$ cat config.mk
export PLATFORM = sky130hd
export DESIGN_NAME = pattern_gen_param_flat
export DESIGN_NICKNAME = d
export VERILOG_FILES = /design/src/rtl/pattern_gen_pkg.sv /design/src/rtl/pattern_gen_param_if.sv /design/src/rtl/pattern_gen_lfsr.sv /design/src/rtl/pattern_gen_param.sv /design/src/flat_wrapper.sv
export SDC_FILE = /design/constraint.sdc
export NUM_CORES = 1
export LEC_CHECK = 0
export CAP_MARGIN = 20
export CORE_MARGIN = 1.5
export CORE_UTILIZATION = 28
export CTS_CLUSTER_SIZE = 20
export DETAILED_ROUTE_END_ITERATION = 12
export PLACE_DENSITY = 0.43
export RECOVER_POWER = 25
export SYNTH_ARGS = -nofsm -noshare
export SYNTH_HDL_FRONTEND = slang
export SYNTH_SLANG_ARGS = --single-unit
$ cat constraint.sdc
create_clock -name clk -period 3.72 [get_ports clk]
set_input_delay 0.744 -clock clk [delete_from_list [all_inputs] [get_ports clk]]
set_output_delay 0.744 -clock clk [all_outputs]
set_load 0.1 [all_outputs]
$ cat src/rtl/pattern_gen_pkg.sv
// Shared types and constants for the parametrised pattern generator.
package pattern_gen_pkg;

    typedef enum logic [2:0] {
        PG_CONST   = 3'd0,
        PG_RAMP_X  = 3'd1,
        PG_RAMP_Y  = 3'd2,
        PG_RAMP_XY = 3'd3,
        PG_CHECKER = 3'd4,
        PG_PRBS    = 3'd5
    } pg_mode_e;

    typedef enum logic [1:0] {
        ST_IDLE,
        ST_WAIT_LINE,
        ST_ACTIVE
    } pg_state_e;

    // x^16+x^14+x^13+x^11+1 in right-shifting Fibonacci form: taps at bits 0,2,3,5
    localparam logic [15:0] LFSR_SEED = 16'hACE1;
    localparam logic [15:0] LFSR_TAPS = 16'h002D;

    // Width of a counter over 0..n-1, never narrower than one bit
    function automatic int pg_w(input int n);
        return (n > 1) ? $clog2(n) : 1;
    endfunction

endpackage

$ cat src/rtl/pattern_gen_param_if.sv
// Sync/config inputs and pixel outputs of the pattern generator.
interface pattern_gen_param_if
    import pattern_gen_pkg::*;
#(
    parameter int DATA_W      = 12,
    parameter int DELTA_W     = 2,
    parameter int LINE_LEN    = 640,
    parameter int FRAME_LINES = 480
) ();
    localparam int PX_W = pg_w(LINE_LEN);
    localparam int LY_W = pg_w(FRAME_LINES);

    logic                f_sync;
    logic                sync;
    logic [DATA_W-1:0]   constVal;
    logic [DELTA_W-1:0]  X;
    logic [DELTA_W-1:0]  Y;
    logic [2:0]          Mode;

    logic [DATA_W-1:0]   cnt;
    logic                cnt_vld;
    logic [PX_W-1:0]     pix_x;
    logic [LY_W-1:0]     line_y;
    logic                frame_done;

    modport master (
        output f_sync, sync, constVal, X, Y, Mode,
        input  cnt, cnt_vld, pix_x, line_y, frame_done
    );

    modport slave (
        input  f_sync, sync, constVal, X, Y, Mode,
        output cnt, cnt_vld, pix_x, line_y, frame_done
    );
endinterface

$ cat src/rtl/pattern_gen_lfsr.sv
// 16-bit Fibonacci LFSR used for the PRBS pattern; load wins over enable.
module pattern_gen_lfsr
    import pattern_gen_pkg::*;
(
    input  logic        clk,
    input  logic        rst,
    input  logic        en,
    input  logic        load,
    input  logic [15:0] seed,
    output logic [15:0] value
);
    logic fb;

    // Feedback is the parity of the tapped bits
    always_comb fb = ^(value & LFSR_TAPS);

    // Shift right, new bit enters at the top
    always_ff @(posedge clk) begin
        if (rst)       value <= LFSR_SEED;
        else if (load) value <= seed;
        else if (en)   value <= {fb, value[15:1]};
    end
endmodule

$ cat src/rtl/pattern_gen_param.sv
// Parametrised frame/line pattern generator.
// Optional feature: define PATGEN_PRBS_EN to enable mode 5 (LFSR pattern);
// without it mode 5 emits 0 like the reserved modes.
module pattern_gen_param
    import pattern_gen_pkg::*;
#(
    parameter int DATA_W      = 12,
    parameter int DELTA_W     = 2,
    parameter int LINE_LEN    = 640,
    parameter int FRAME_LINES = 480,
    parameter int CHK_LOG2    = 3
) (
    input  logic           clk,
    input  logic           rst,
    pattern_gen_param_if.slave bus
);
    localparam int PX_W = pg_w(LINE_LEN);
    localparam int LY_W = pg_w(FRAME_LINES);

    pg_state_e           state, state_nxt;

    // Configuration latched at f_sync so mid-frame input changes are ignored
    logic [2:0]          mode_q;
    logic [DATA_W-1:0]   const_q;
    logic [DELTA_W-1:0]  x_q, y_q;

    // Position of the pixel about to be emitted, plus incremental ramp terms
    logic [DATA_W-1:0]   line_base;
    logic [DATA_W-1:0]   rx;          // pos * X, accumulated
    logic [PX_W-1:0]     pos;
    logic [LY_W-1:0]     row;
    logic                done_pend;   // last pixel of the frame went out last edge

    logic                last_px, last_row, emit, trunc, line_end, chk_odd;
    logic [PX_W-1:0]     pos_cell;
    logic [LY_W-1:0]     row_cell;
    logic [DATA_W-1:0]   pix_val;

`ifdef PATGEN_PRBS_EN
    logic [15:0]         lfsr;
    logic                unused_lfsr_hi;

    pattern_gen_lfsr u_lfsr (
        .clk   (clk),
        .rst   (rst),
        .en    (emit),
        .load  (bus.f_sync),
        .seed  (LFSR_SEED),
        .value (lfsr)
    );

    assign unused_lfsr_hi = ^lfsr;
`endif

    // State register
    always_ff @(posedge clk) begin
        if (rst) state <= ST_IDLE;
        else     state <= state_nxt;
    end

    // Next state: f_sync restarts from any state; a sync in ACTIVE ends the line early
    always_comb begin
        state_nxt = state;
        if (bus.f_sync) begin
            state_nxt = ST_WAIT_LINE;
        end else begin
            case (state)
                ST_WAIT_LINE: if (bus.sync) state_nxt = ST_ACTIVE;
                ST_ACTIVE: begin
                    if (bus.sync)   state_nxt = last_row ? ST_IDLE : ST_ACTIVE;
                    else if (last_px) state_nxt = last_row ? ST_IDLE : ST_WAIT_LINE;
                end
                default: state_nxt = state;
            endcase
        end
    end

    // Line bookkeeping strobes and the value for the pixel at (pos,row)
    always_comb begin
        last_px  = (pos == PX_W'(LINE_LEN - 1));
        last_row = (row == LY_W'(FRAME_LINES - 1));
        emit     = (state == ST_ACTIVE) && !bus.f_sync && !bus.sync;
        trunc    = (state == ST_ACTIVE) && !bus.f_sync && bus.sync;
        line_end = trunc || (emit && last_px);
        pos_cell = pos >> CHK_LOG2;
        row_cell = row >> CHK_LOG2;
        chk_odd  = pos_cell[0] ^ row_cell[0];
        pix_val  = '0;
        case (mode_q)
            PG_CONST:   pix_val = const_q;
            PG_RAMP_X:  pix_val = const_q + rx;
            PG_RAMP_Y:  pix_val = line_base;
            PG_RAMP_XY: pix_val = line_base + rx;
            PG_CHECKER: pix_val = chk_odd ? ~const_q : const_q;
`ifdef PATGEN_PRBS_EN
            PG_PRBS:    pix_val = lfsr[DATA_W-1:0];
`endif
            default:    pix_val = '0;
        endcase
    end

    // Registered outputs, latched config and position counters
    always_ff @(posedge clk) begin
        if (rst) begin
            bus.cnt        <= '0;
            bus.cnt_vld    <= 1'b0;
            bus.pix_x      <= '0;
            bus.line_y     <= '0;
            bus.frame_done <= 1'b0;
            done_pend      <= 1'b0;
            mode_q         <= '0;
            const_q        <= '0;
            x_q            <= '0;
            y_q            <= '0;
            line_base      <= '0;
            rx             <= '0;
            pos            <= '0;
            row            <= '0;
        end else begin
            bus.cnt_vld    <= emit;
            done_pend      <= emit && last_px && last_row;
            // A truncated final line has no trailing pixel, so it flags at once
            bus.frame_done <= done_pend || (trunc && last_row);
            if (emit) begin
                bus.cnt    <= pix_val;
                bus.pix_x  <= pos;
                bus.line_y <= row;
            end

            if (bus.f_sync) begin
                mode_q     <= bus.Mode;
                const_q    <= bus.constVal;
                x_q        <= bus.X;
                y_q        <= bus.Y;
                line_base  <= bus.constVal;
                rx         <= '0;
                pos        <= '0;
                row        <= '0;
                bus.pix_x  <= '0;
                bus.line_y <= '0;
            end else if (state == ST_WAIT_LINE && bus.sync) begin
                pos <= '0;
                rx  <= '0;
            end else if (line_end) begin
                pos <= '0;
                rx  <= '0;
                row <= last_row ? '0 : row + 1'b1;
                if (mode_q == PG_RAMP_Y || mode_q == PG_RAMP_XY)
                    line_base <= line_base + DATA_W'(y_q);
            end else if (emit) begin
                pos <= pos + 1'b1;
                rx  <= rx + DATA_W'(x_q);
            end
        end
    end
endmodule
$ cat src/flat_wrapper.sv
// flat-port wrapper written by rule: the top's interface ports become plain ports
module pattern_gen_param_flat import pattern_gen_pkg::*;
#(
    parameter int DATA_W      = 12,
    parameter int DELTA_W     = 2,
    parameter int LINE_LEN    = 640,
    parameter int FRAME_LINES = 480,
    parameter int CHK_LOG2    = 3
)
  (clk, rst, bus_f_sync, bus_sync, bus_constVal, bus_X, bus_Y, bus_Mode, bus_cnt, bus_cnt_vld, bus_pix_x, bus_line_y, bus_frame_done);
  pattern_gen_param_if #(.DATA_W(DATA_W), .DELTA_W(DELTA_W), .LINE_LEN(LINE_LEN), .FRAME_LINES(FRAME_LINES)) bus_i ();
  input  logic clk;
  input  logic rst;
  input wire logic [$bits(bus_i.f_sync)-1:0] bus_f_sync;
  input wire logic [$bits(bus_i.sync)-1:0] bus_sync;
  input wire logic [$bits(bus_i.constVal)-1:0] bus_constVal;
  input wire logic [$bits(bus_i.X)-1:0] bus_X;
  input wire logic [$bits(bus_i.Y)-1:0] bus_Y;
  input wire logic [$bits(bus_i.Mode)-1:0] bus_Mode;
  output wire logic [$bits(bus_i.cnt)-1:0] bus_cnt;
  output wire logic [$bits(bus_i.cnt_vld)-1:0] bus_cnt_vld;
  output wire logic [$bits(bus_i.pix_x)-1:0] bus_pix_x;
  output wire logic [$bits(bus_i.line_y)-1:0] bus_line_y;
  output wire logic [$bits(bus_i.frame_done)-1:0] bus_frame_done;
  assign bus_i.f_sync = bus_f_sync;
  assign bus_i.sync = bus_sync;
  assign bus_i.constVal = bus_constVal;
  assign bus_i.X = bus_X;
  assign bus_i.Y = bus_Y;
  assign bus_i.Mode = bus_Mode;
  assign bus_cnt = bus_i.cnt;
  assign bus_cnt_vld = bus_i.cnt_vld;
  assign bus_pix_x = bus_i.pix_x;
  assign bus_line_y = bus_i.line_y;
  assign bus_frame_done = bus_i.frame_done;
  pattern_gen_param #(.DATA_W(DATA_W), .DELTA_W(DELTA_W), .LINE_LEN(LINE_LEN), .FRAME_LINES(FRAME_LINES), .CHK_LOG2(CHK_LOG2)) u_core (.clk(clk), .rst(rst), .bus(bus_i));
endmodule
# --- Yosys cells after proc, flatten, opt, wreduce, memory -nomap -nowiden ---
# Cells that the tools add are included.
word_totals:
  ff_bits: 98
  elab_cells: 75
  output_inout_bits: 33
  inputBits: 23
op_classes:
  addsub: 6
  eq_ne: 13
  n_reduce_logical: 23
  muxes: 14
  bitwise: 3
ops:
  columns: ["operator", "n"]
  rows:
  - ["two-way mux 12 bit", 5]
  - ["one-hot mux 12 bit (5 select lines)", 1]
  - ["adder 12 bit", 2]
  - ["adder 12 x 2 -> 12 bit", 2]
  - ["NOT 12 bit", 1]
  - ["adder 10 x 1 -> 10 bit (second input constant)", 1]
  - ["== test 10 bit (second input constant)", 1]
  - ["adder 9 x 1 -> 9 bit (second input constant)", 1]
  - ["== test 9 bit (second input constant)", 1]
  - ["two-way mux 9 bit", 1]
  - ["AND reduction 3 bit", 3]
  - ["two-way mux 2 bit", 4]
  - ["logical AND 1 bit", 7]
  - ["== test 3 x 2 -> 1 bit (second input constant)", 2]
  - ["nonzero test 2 bit", 3]
  - ["inequality test 2 bit (second input constant)", 2]
  - ["inequality test 4 x 3 -> 1 bit (second input constant)", 1]
  - ["one-hot mux 2 bit (2 select lines)", 1]
  - ["OR reduction 4 bit", 1]
  - ["== test 3 x 1 -> 1 bit (second input constant)", 1]
  - ["== test 3 bit (second input constant)", 1]
  - ["zero test 3 bit", 1]
  - ["logical OR 1 bit", 3]
  - ["inequality test 3 x 2 -> 1 bit (second input constant)", 1]
  - ["other kinds (10)", 12]

# --- Logic depth before layout (Yosys ltp) ---
# Gate-level depths: netlist (run 1).
depth:
  ltp_word: 8
  depth_mapped: 12

# --- Worst setup path after synthesis (run 1) ---
# OpenSTA, ideal clock, no wires.
synth_path:
  path_type: "flip-flop to flip-flop"
  startpoint: "reg u_core.mode_q[2]"
  endpoint: "reg u_core.bus.cnt[8]"
  path_stages_with_launch: 10
  required_time_ns: 3.633
  arrival_time_ns: 2.680
  path_slack_ns: 0.953
  n_path_buf: 2
  cell_sequence: "dfxtp_1 -> clkbuf_1 -> nand3b_1 -> clkbuf_1 -> mux2_2 -> ha_1 -> and3_1 -> a211o_1 -> o21a_1 -> o31ai_1"
synth_between:
  elab_chain_len: 2
  word_cells_on_any_way: 6
synth_rtl:
  columns: ["element", "line_no", "source"]
  rows:
  - ["start: declaration", "pattern_gen_param.sv:23", "logic [2:0] mode_q;"]
  - ["start signal: assignment", "pattern_gen_param.sv:131", "mode_q <= bus.Mode;"]
  - ["== test 3 bit (tied with other cells)", "pattern_gen_param.sv:89", "case (mode_q)"]
  - ["one-hot mux 12 bit (5 select lines) (*)", "pattern_gen_param.sv:89", null]
  - ["end signal: assignment", "pattern_gen_param.sv:125", "bus.cnt <= pix_val;"]
  - ["end: declaration", "pattern_gen_param_if.sv:33", "output cnt, cnt_vld, pix_x, line_y, frame_done"]
# Mark *: on every way between the ends. The rest lies on a longest branch, timed or not.
# A chain may end at the register's enable or synchronous reset.

# --- Worst setup path in the final report (run 1) ---
layout_path:
  startpoint: "in bus_f_sync"
  endpoint: "reg u_core.row[5]"
layout_between:
  elab_chain_len: 6
  word_cells_on_any_way: 8
layout_rtl:
  columns: ["element", "line_no", "source"]
  rows:
  - ["start: declaration", "flat_wrapper.sv:14", "input wire logic [$bits(bus_i.f_sync)-1:0] bus_f_sync;"]
  - ["zero test 1 bit", "pattern_gen_param.sv:82, pattern_gen_param.sv:83", null]
  - ["logical AND 1 bit", "pattern_gen_param.sv:82, pattern_gen_param.sv:83", null]
  - ["logical AND 1 bit", "pattern_gen_param.sv:82", "emit = (state == ST_ACTIVE) && !bus.f_sync && !bus.sync;"]
  - ["logical AND 1 bit", "pattern_gen_param.sv:84", "line_end = trunc || (emit && last_px);"]
  - ["logical OR 1 bit", "pattern_gen_param.sv:84", null]
  - ["AND reduction 2 bit (no line)", null, null]
  - ["end signal: assignment", "pattern_gen_param.sv:147", "row <= last_row ? '0 : row + 1'b1;"]
  - ["end: declaration", "pattern_gen_param.sv:31", "logic [LY_W-1:0] row;"]
# Several ways; a longest one is shown, not always the timed one.

==> impl_metrics.yaml, run 1 <==
floorplan:
  pin_count: 56
  design.core.area_um2: 18200
  rows: 49
  die_h_um: 140
  dieArea_um2: 19600
  start_util_pct: 28.9
  dieWidth_um: 140
timing:
  finalMaxSlewViolations: 0
  finalHoldViolCount: 0
  final.setup_skew_ns: 0.00754
  min_period_over_period_pct: 76.3
  max-slew-margin-rel_pct: 34.6
  layout_min_cycle_time_ns: 2.84
  sum_of_negative_setup_slack_ns: 0
  postLayoutSetupSlackWorst_ns: 0.883
  rsz0062_at_grt: "no"
  timing.hold.ws_ns: 0.480
  fmax_ghz: 0.352
  worstMarginPinSlew_ns: 0.978
  finalSetupViolations: 0
clock_tree:
  clk_path_buf_depth: 2
  htree_levels: 3
  clock-root-buffer: "sky130_fd_sc_hd__clkbuf_16"
  cts.sink_count: 98
  cts.repair_timing.setup_buffer_count: 0
  cts_resized: 0
  tritoncts: "yes"
  tritoncts.num_buffers: 9
  cts_hold_buffers: 0
  clk-insertion-delay-late_ns: 0.35
  clkSlewWorstSetupHoldPaths_ns: 0.07
worst_setup_path:
  critPathBufInv: 2
  cp_top_family: "buffers and inverters"
  critical_path.reg2reg.endpoint: "u_core.bus.cnt[9]"
  timing.rr.start: "u_core.mode_q[2]"
  crit_chain: "dlygate4sd3_1 -> nor2b_1 -> clkbuf_1 -> nand2_2 -> or4b_1 -> a21oi_1"
  rrSetupSlack_ns: 0.90
  critical_path.endpoint_type: "flop"
  worst_ep_required_ns: 4.00
  cp_slowest_cell: "sky130_fd_sc_hd__dlygate4sd3_1"
  path_class: "primary input to flop"
  worstRegToRegCells: 8
  cp.arrival_ns: 3.12
  worstPathMaxFanout: 12
  start_kind: "primary input"
  timing.critical_path.slowest_cell_delay_ns: 0.65
cells_and_area:
  finalNonFillerCells: 880
  finalNetCount: 692
  final_layout_fill_cell_count: 1867
  n_antenna_cell: 0
  drive_gt1_share_pct: 9.22
  register_area_um2: 1960
  layout.core_utilization_pct: 35.2
  multi_input_gate_area_in_the_final_layout_um2: 3090
  area_growth_syn_to_layout_pct: 21.5
grt:
  grt_antenna_before_repair: 0
  grt_first_pass_wirelength_um: 25300
  globalRoute.totalOverflow: 0
  grt.total_usage_pct: 16.5
  grt_start_max_net_pins: 35
  grt_pass1_vias: 4494
synthesis:
  synth_top_area_cell: "sky130_fd_sc_hd__dfxtp_1"
  synth_seq_area_share_pct: 37.2
  synth_cell_types: 73
  yosysMostFrequentCell: "sky130_fd_sc_hd__dfxtp_1"
  synthDominantCellAreaShare_pct: 37.2
  synth_seq_cells: 98
  ys_top_cells_by_count: "sky130_fd_sc_hd__dfxtp_1 (98), sky130_fd_sc_hd__nor2_1 (57), sky130_fd_sc_hd__nand2_1 (53), sky130_fd_sc_hd__a21oi_1 (32), sky130_fd_sc_hd__clkbuf_1 (29)"
  dominant_register_cell_in_the_synthesized_netlist: "sky130_fd_sc_hd__dfxtp_1"
  synthArstFlopShare_pct: 0
  synth_warnings: 0
  mappedNetlistNets: 644
  synth_edf_count: 0
  netlist_top_cells_area: "sky130_fd_sc_hd__dfxtp_1 (37%), sky130_fd_sc_hd__ha_1 (4.5%), sky130_fd_sc_hd__nor2_1 (4.1%), sky130_fd_sc_hd__o221a_2 (3.8%), sky130_fd_sc_hd__nand2_1 (3.8%)"
  mean_instance_size_in_the_synthesized_netlist_um2: 8.79
  netlist_instances: 599
  netlist_area_um2: 5270
placed_design:
  io_buffers: 55
  place_ws_ns: 0.597
  placed_cells_incl_taps: 865
  gp_routability_congestion: 0.799
  dp_hpwl_um: 11800
detailed_routing:
  ratio_of_routed_vias_to_standard_cells: 5.32
  drtAntennaViolNets: 0
  vias: 4681
  remaining_drc_errors: 0
  totalWireLength_um: 16000
  drt_iter0_drc: 271
  route.detailed.wl_per_inst_um: 18.2
  drt_pass1_iterations: 5
pwr:
  leakage_power_summed_over_all_cells_nw: 2.31
  pwr-share-comb_pct: 10.1
  power.sequential.fraction_pct: 46.6
  internal_power_mw: 1.79
  switching_share_pct: 24.4
  power_density_nw_per_um2: 370
  net-switching-power_mw: 0.578
  irDropWorstVdd_mv: 0.226
  pwr-share-clk_pct: 43.3
min_path:
  worst_hold_start: "u_core.done_pend"
  worstHoldPathType: "flop to flop"
  worstHoldEndpoint: "u_core.bus.frame_done"
  hold_depth: 2
flow_run:
  timing.max_cap.violations: 0
status:
  outcome: "finished clean"
worst max-delay path by stage:
stage | start | endpoint | slack [ns] | cells after the start
finish | bus_f_sync | u_core.row[5] | 0.88 | 6
detailed placement | bus_sync | u_core.bus.cnt[5] | 0.60 | 7
global route | u_core.mode_q[2] | u_core.bus.cnt[9] | 0.65 | 8
floorplan | u_core.mode_q[2] | u_core.bus.cnt[8] | 0.95 | 9
CTS | u_core.mode_q[2] | u_core.bus.cnt[9] | 0.87 | 8
global placement | bus_sync | u_core.rx[7] | 0.71 | 6
power groups by stage:
stage	sequential (mW)	clock, mW	combinational (mW)
2_1_floorplan	1.14	0	0.139
3_3_place_gp	1.13	0	0.240
3_5_place_dp	1.13	0	0.242
4_1_cts	1.10	1.05	0.243
5_1_grt	1.11	1.10	0.261
6_report	1.10	1.02	0.239
sequential cells by signal, indices dropped and copies added (netlist names), 2 cells and up:
name / cells
u_core.bus.cnt: 12
u_core.bus.line_y: 9
u_core.bus.pix_x: 10
u_core.const_q: 12
u_core.line_base: 12
u_core.mode_q: 3
u_core.pos: 10
u_core.row: 9
u_core.rx: 12
u_core.state: 2
u_core.x_q: 2
u_core.y_q: 2
cells by family after synthesis:
family          share of synthesized area [%]
flops                                    37.2
simple gates                             19.9
compound gates                           21.8
xor+xnor                                 6.48
buf+inv                                  4.18
mux                                      4.73
fa+ha+maj                                5.65
cell usage in the layout (no fill, tap or decap), types with 4 or more instances in the layout:
cell type,Yosys,final
sky130_fd_sc_hd__xor2_1,20,20
sky130_fd_sc_hd__a31oi_1,4,4
sky130_fd_sc_hd__a21oi_1,32,32
sky130_fd_sc_hd__o221a_2,18,18
sky130_fd_sc_hd__ha_1,19,19
sky130_fd_sc_hd__a21o_1,5,5
sky130_fd_sc_hd__nand3_1,16,16
sky130_fd_sc_hd__clkdlybuf4s50_1,0,53
sky130_fd_sc_hd__nand3b_1,4,4
sky130_fd_sc_hd__o31ai_1,7,7
sky130_fd_sc_hd__nor4_1,4,4
sky130_fd_sc_hd__buf_4,1,13
sky130_fd_sc_hd__a41oi_1,5,5
sky130_fd_sc_hd__clkbuf_16,0,9
sky130_fd_sc_hd__nor2b_1,7,7
sky130_fd_sc_hd__o21ai_0,20,19
sky130_fd_sc_hd__nor2_1,57,57
sky130_fd_sc_hd__nand2_1,53,53
sky130_fd_sc_hd__clkbuf_1,29,6
sky130_fd_sc_hd__a211oi_1,13,13
sky130_fd_sc_hd__or3_1,7,7
sky130_fd_sc_hd__and3_1,8,8
sky130_fd_sc_hd__mux2i_1,17,17
sky130_fd_sc_hd__or4_1,6,6
sky130_fd_sc_hd__nor3_1,9,9
sky130_fd_sc_hd__inv_1,21,21
sky130_fd_sc_hd__nand4_1,14,14
sky130_fd_sc_hd__xnor2_1,19,19
sky130_fd_sc_hd__dfxtp_1,98,98
sky130_fd_sc_hd__mux2_2,7,7
sky130_fd_sc_hd__a311oi_1,4,4
final cells by class:
class | count | share of cell area, %
Clock buffer | 13 | 4.07
Inverter | 22 | 1.29
Tap cell | 229 | 4.48
Sequential cell | 98 | 30.6
Multi-Input combinational cell | 444 | 48.3
Clock inverter | 2 | 0.938
Timing Repair Buffer | 72 | 10.3
routing by layer:
metal,vias to the layer above,GRT usage (%),routed length [µm]
met5,-,0,0
met1,2245,21.4,7440
met4,0,5.26,268
met2,107,27.9,7660
li1,2312,-,-
met3,17,2.97,625
through the flow:
step,total power [mW],area [µm²]
detailed placement,1.37,6100
global placement,1.37,6100
CTS,2.40,6420
finish,2.37,6400
global route,2.46,6400
floorplan,1.27,5270
worst register-to-register path, stage by stage, from the launching register on:
cell and delay [ns]:
sky130_fd_sc_hd__dfxtp_1 0.31, sky130_fd_sc_hd__nand3b_1 0.40, sky130_fd_sc_hd__o21ai_0 0.48, sky130_fd_sc_hd__ha_1 0.38
sky130_fd_sc_hd__a21oi_1 0.34, sky130_fd_sc_hd__o211ai_1 0.23, sky130_fd_sc_hd__a41oi_1 0.29, sky130_fd_sc_hd__xor2_1 0.18
sky130_fd_sc_hd__o22ai_1 0.09
(Power assumes the default switching activity.)
==> inputs of run 2 (changes only) <==
- PLACE_DENSITY: 0.43 -> 0.45
- clock period: 3.72 -> 2.55 ns (I/O delays scaled with it)
==> run 2 against run 1 <==
- clock skew grew 0.0014 ns
- worst hold slack worse by 0.027 ns
- design area increased by 5.2%
- critical endpoint is now u_core.bus.cnt[6]
- highest routed layer unchanged
- setup slack worse by 0.79 ns
- combinational power grew 73%
- final cell count up 6.4%
- core utilization rose by 1.8 points
- largest power group unchanged
- clock power up 39%
- register-to-register slack worse by 0.80 ns
- flip-flop and latch count unchanged
- wire length up 4.1%
- global-route usage rose by 0.49 points
==> impl_metrics.yaml, run 2 (synthesized netlist as in run 1, its figures left out) <==
floorplan:
  rows: 49
  dieWidth_um: 140
  dieArea_um2: 19600
  pin_count: 56
  design.core.area_um2: 18200
  die_h_um: 140
  start_util_pct: 28.9
worst_setup_path:
  timing.critical_path.slowest_cell_delay_ns: 0.38
  crit_chain: "nand3b_1 -> mux2_2 -> ha_1 -> inv_1 -> fa_2 -> nor2b_4 -> o2111ai_2 -> buf_4 -> a211o_1 -> a31oi_1"
  critPathBufInv: 2
  critical_path.endpoint_type: "flop"
  worst_ep_required_ns: 2.83
  cp_slowest_cell: "sky130_fd_sc_hd__fa_2"
  cp_top_family: "compound AO/OA/AOI/OAI gates"
  path_class: "flop to flop"
  worstPathMaxFanout: 4
  start_kind: "flop"
  cp.arrival_ns: 2.74
grt:
  grt_pass1_vias: 4859
  grt.total_usage_pct: 17.0
  grt_antenna_before_repair: 0
  grt_start_max_net_pins: 31
  globalRoute.totalOverflow: 0
  grt_first_pass_wirelength_um: 26400
placed_design:
  io_buffers: 55
  place_ws_ns: -0.0847
  dp_hpwl_um: 12500
  gp_routability_congestion: 0.943
  placed_cells_incl_taps: 918
timing:
  finalMaxSlewViolations: 0
  layout_min_cycle_time_ns: 2.45
  finalHoldViolCount: 0
  sum_of_negative_setup_slack_ns: 0
  rsz0062_at_grt: "yes"
  fmax_ghz: 0.407
  min_period_over_period_pct: 96.3
  max-slew-margin-rel_pct: 22.1
  finalSetupViolations: 0
  final.setup_skew_ns: 0.00892
  worstMarginPinSlew_ns: 1.17
  postLayoutSetupSlackWorst_ns: 0.0956
cells_and_area:
  finalNetCount: 747
  final_layout_fill_cell_count: 1857
  drive_gt1_share_pct: 19.9
  layout.core_utilization_pct: 37.0
  area_growth_syn_to_layout_pct: 27.8
  n_antenna_cell: 0
  final_common_cell: "sky130_fd_sc_hd__dfxtp_1"
  finalNonFillerCells: 936
  mostFrequentLayoutCells: "sky130_fd_sc_hd__dfxtp_1 (98), sky130_fd_sc_hd__buf_4 (78), sky130_fd_sc_hd__nor2_1 (57), sky130_fd_sc_hd__nand2_1 (53), sky130_fd_sc_hd__a21oi_1 (31)"
clock_tree:
  htree_levels: 3
  clkSlewWorstSetupHoldPaths_ns: 0.07
  cts.sink_count: 98
  clock-root-buffer: "sky130_fd_sc_hd__clkbuf_16"
  clk_path_buf_depth: 2
  tritoncts: "yes"
  tritoncts.num_buffers: 9
  clk-insertion-delay-late_ns: 0.36
detailed_routing:
  drt_iter0_drc: 352
  vias: 4971
  ratio_of_routed_vias_to_standard_cells: 5.31
  totalWireLength_um: 16700
  remaining_drc_errors: 0
  route.detailed.wl_per_inst_um: 17.8
  drtAntennaViolNets: 0
  drt_pass1_iterations: 5
pwr:
  power_density_nw_per_um2: 510
  leakage_power_summed_over_all_cells_nw: 2.57
  irDropWorstVdd_mv: 0.343
min_path:
  worstHoldPathType: "flop to flop"
flow_run:
  timing.max_cap.violations: 0
status:
  outcome: "finished clean"
-- run 2: cell types whose count changed in the layout (fill, tap and decap cells not counted), moves of 3 or more --
cell | before | now
sky130_fd_sc_hd__a2111oi_0 | 3 | 0
sky130_fd_sc_hd__clkdlybuf4s50_1 | 53 | 21
sky130_fd_sc_hd__clkbuf_1 | 6 | 23
sky130_fd_sc_hd__buf_4 | 13 | 78
-- run 2: final cells by class --
cell class                      instances  area (µm²)  share of cell area, %
Clock buffer                           10         229                   3.40
Tap cell                              229         287                   4.26
Timing Repair Buffer                  127         950                   14.1
Clock inverter                          6        73.8                   1.10
Multi-Input combinational cell        444        3150                   46.8
Inverter                               22        82.6                   1.23
Sequential cell                        98        1960                   29.1
-- run 2: worst reg2reg max path: stages, from the launching register on --
cell and delay [ns]:
sky130_fd_sc_hd__dfxtp_1 0.31, sky130_fd_sc_hd__nand3b_1 0.25, sky130_fd_sc_hd__mux2_2 0.29, sky130_fd_sc_hd__ha_1 0.20, sky130_fd_sc_hd__inv_1 0.07, sky130_fd_sc_hd__fa_2 0.38
sky130_fd_sc_hd__nor2b_4 0.14, sky130_fd_sc_hd__o2111ai_2 0.14, sky130_fd_sc_hd__buf_4 0.17, sky130_fd_sc_hd__a211o_1 0.27, sky130_fd_sc_hd__a31oi_1 0.18
-- run 2: routing by layer --
metal / vias to the layer above / track usage [%] / wire (µm)
met4: 0 / 3.88 / 229
met5: - / 0 / 0
met3: 14 / 3.18 / 817
met1: 2382 / 22.1 / 7470
li1: 2429 / - / -
met2: 146 / 29.3 / 8140
-- run 2: report_power, final --
part           internal [mW]  switching (mW)
combinational          0.174           0.240
sequential              1.57          0.0344
clock                  0.774           0.645
total                   2.51           0.920
-- run 2: metrics by stage --
stage	power, mW	cell area [µm²]	hold WS, ns
floorplan	1.86	5280	0.413
global placement	2.04	6440	0.446
detailed placement	2.05	6440	0.454
CTS	3.48	6740	0.470
global route	3.58	6730	0.490
finish	3.43	6730	0.453
-- run 2: path summary, 6_finish.rpt --
check              startpoint                    end  slack, ns  cells after the start
max          u_core.mode_q[2]      u_core.bus.cnt[6]        0.1                     10
min          u_core.done_pend  u_core.bus.frame_done       0.45                      2
max reg2reg  u_core.mode_q[2]      u_core.bus.cnt[6]        0.1                     10
min reg2reg  u_core.done_pend  u_core.bus.frame_done       0.45                      2
-- run 2: what timing repair did --
item                                    4_1_cts  5_1_grt
setup buffers                                 0        1
endpoints found under the setup margin        0        7
resized for setup                             0       16
hold buffers                                  0        0
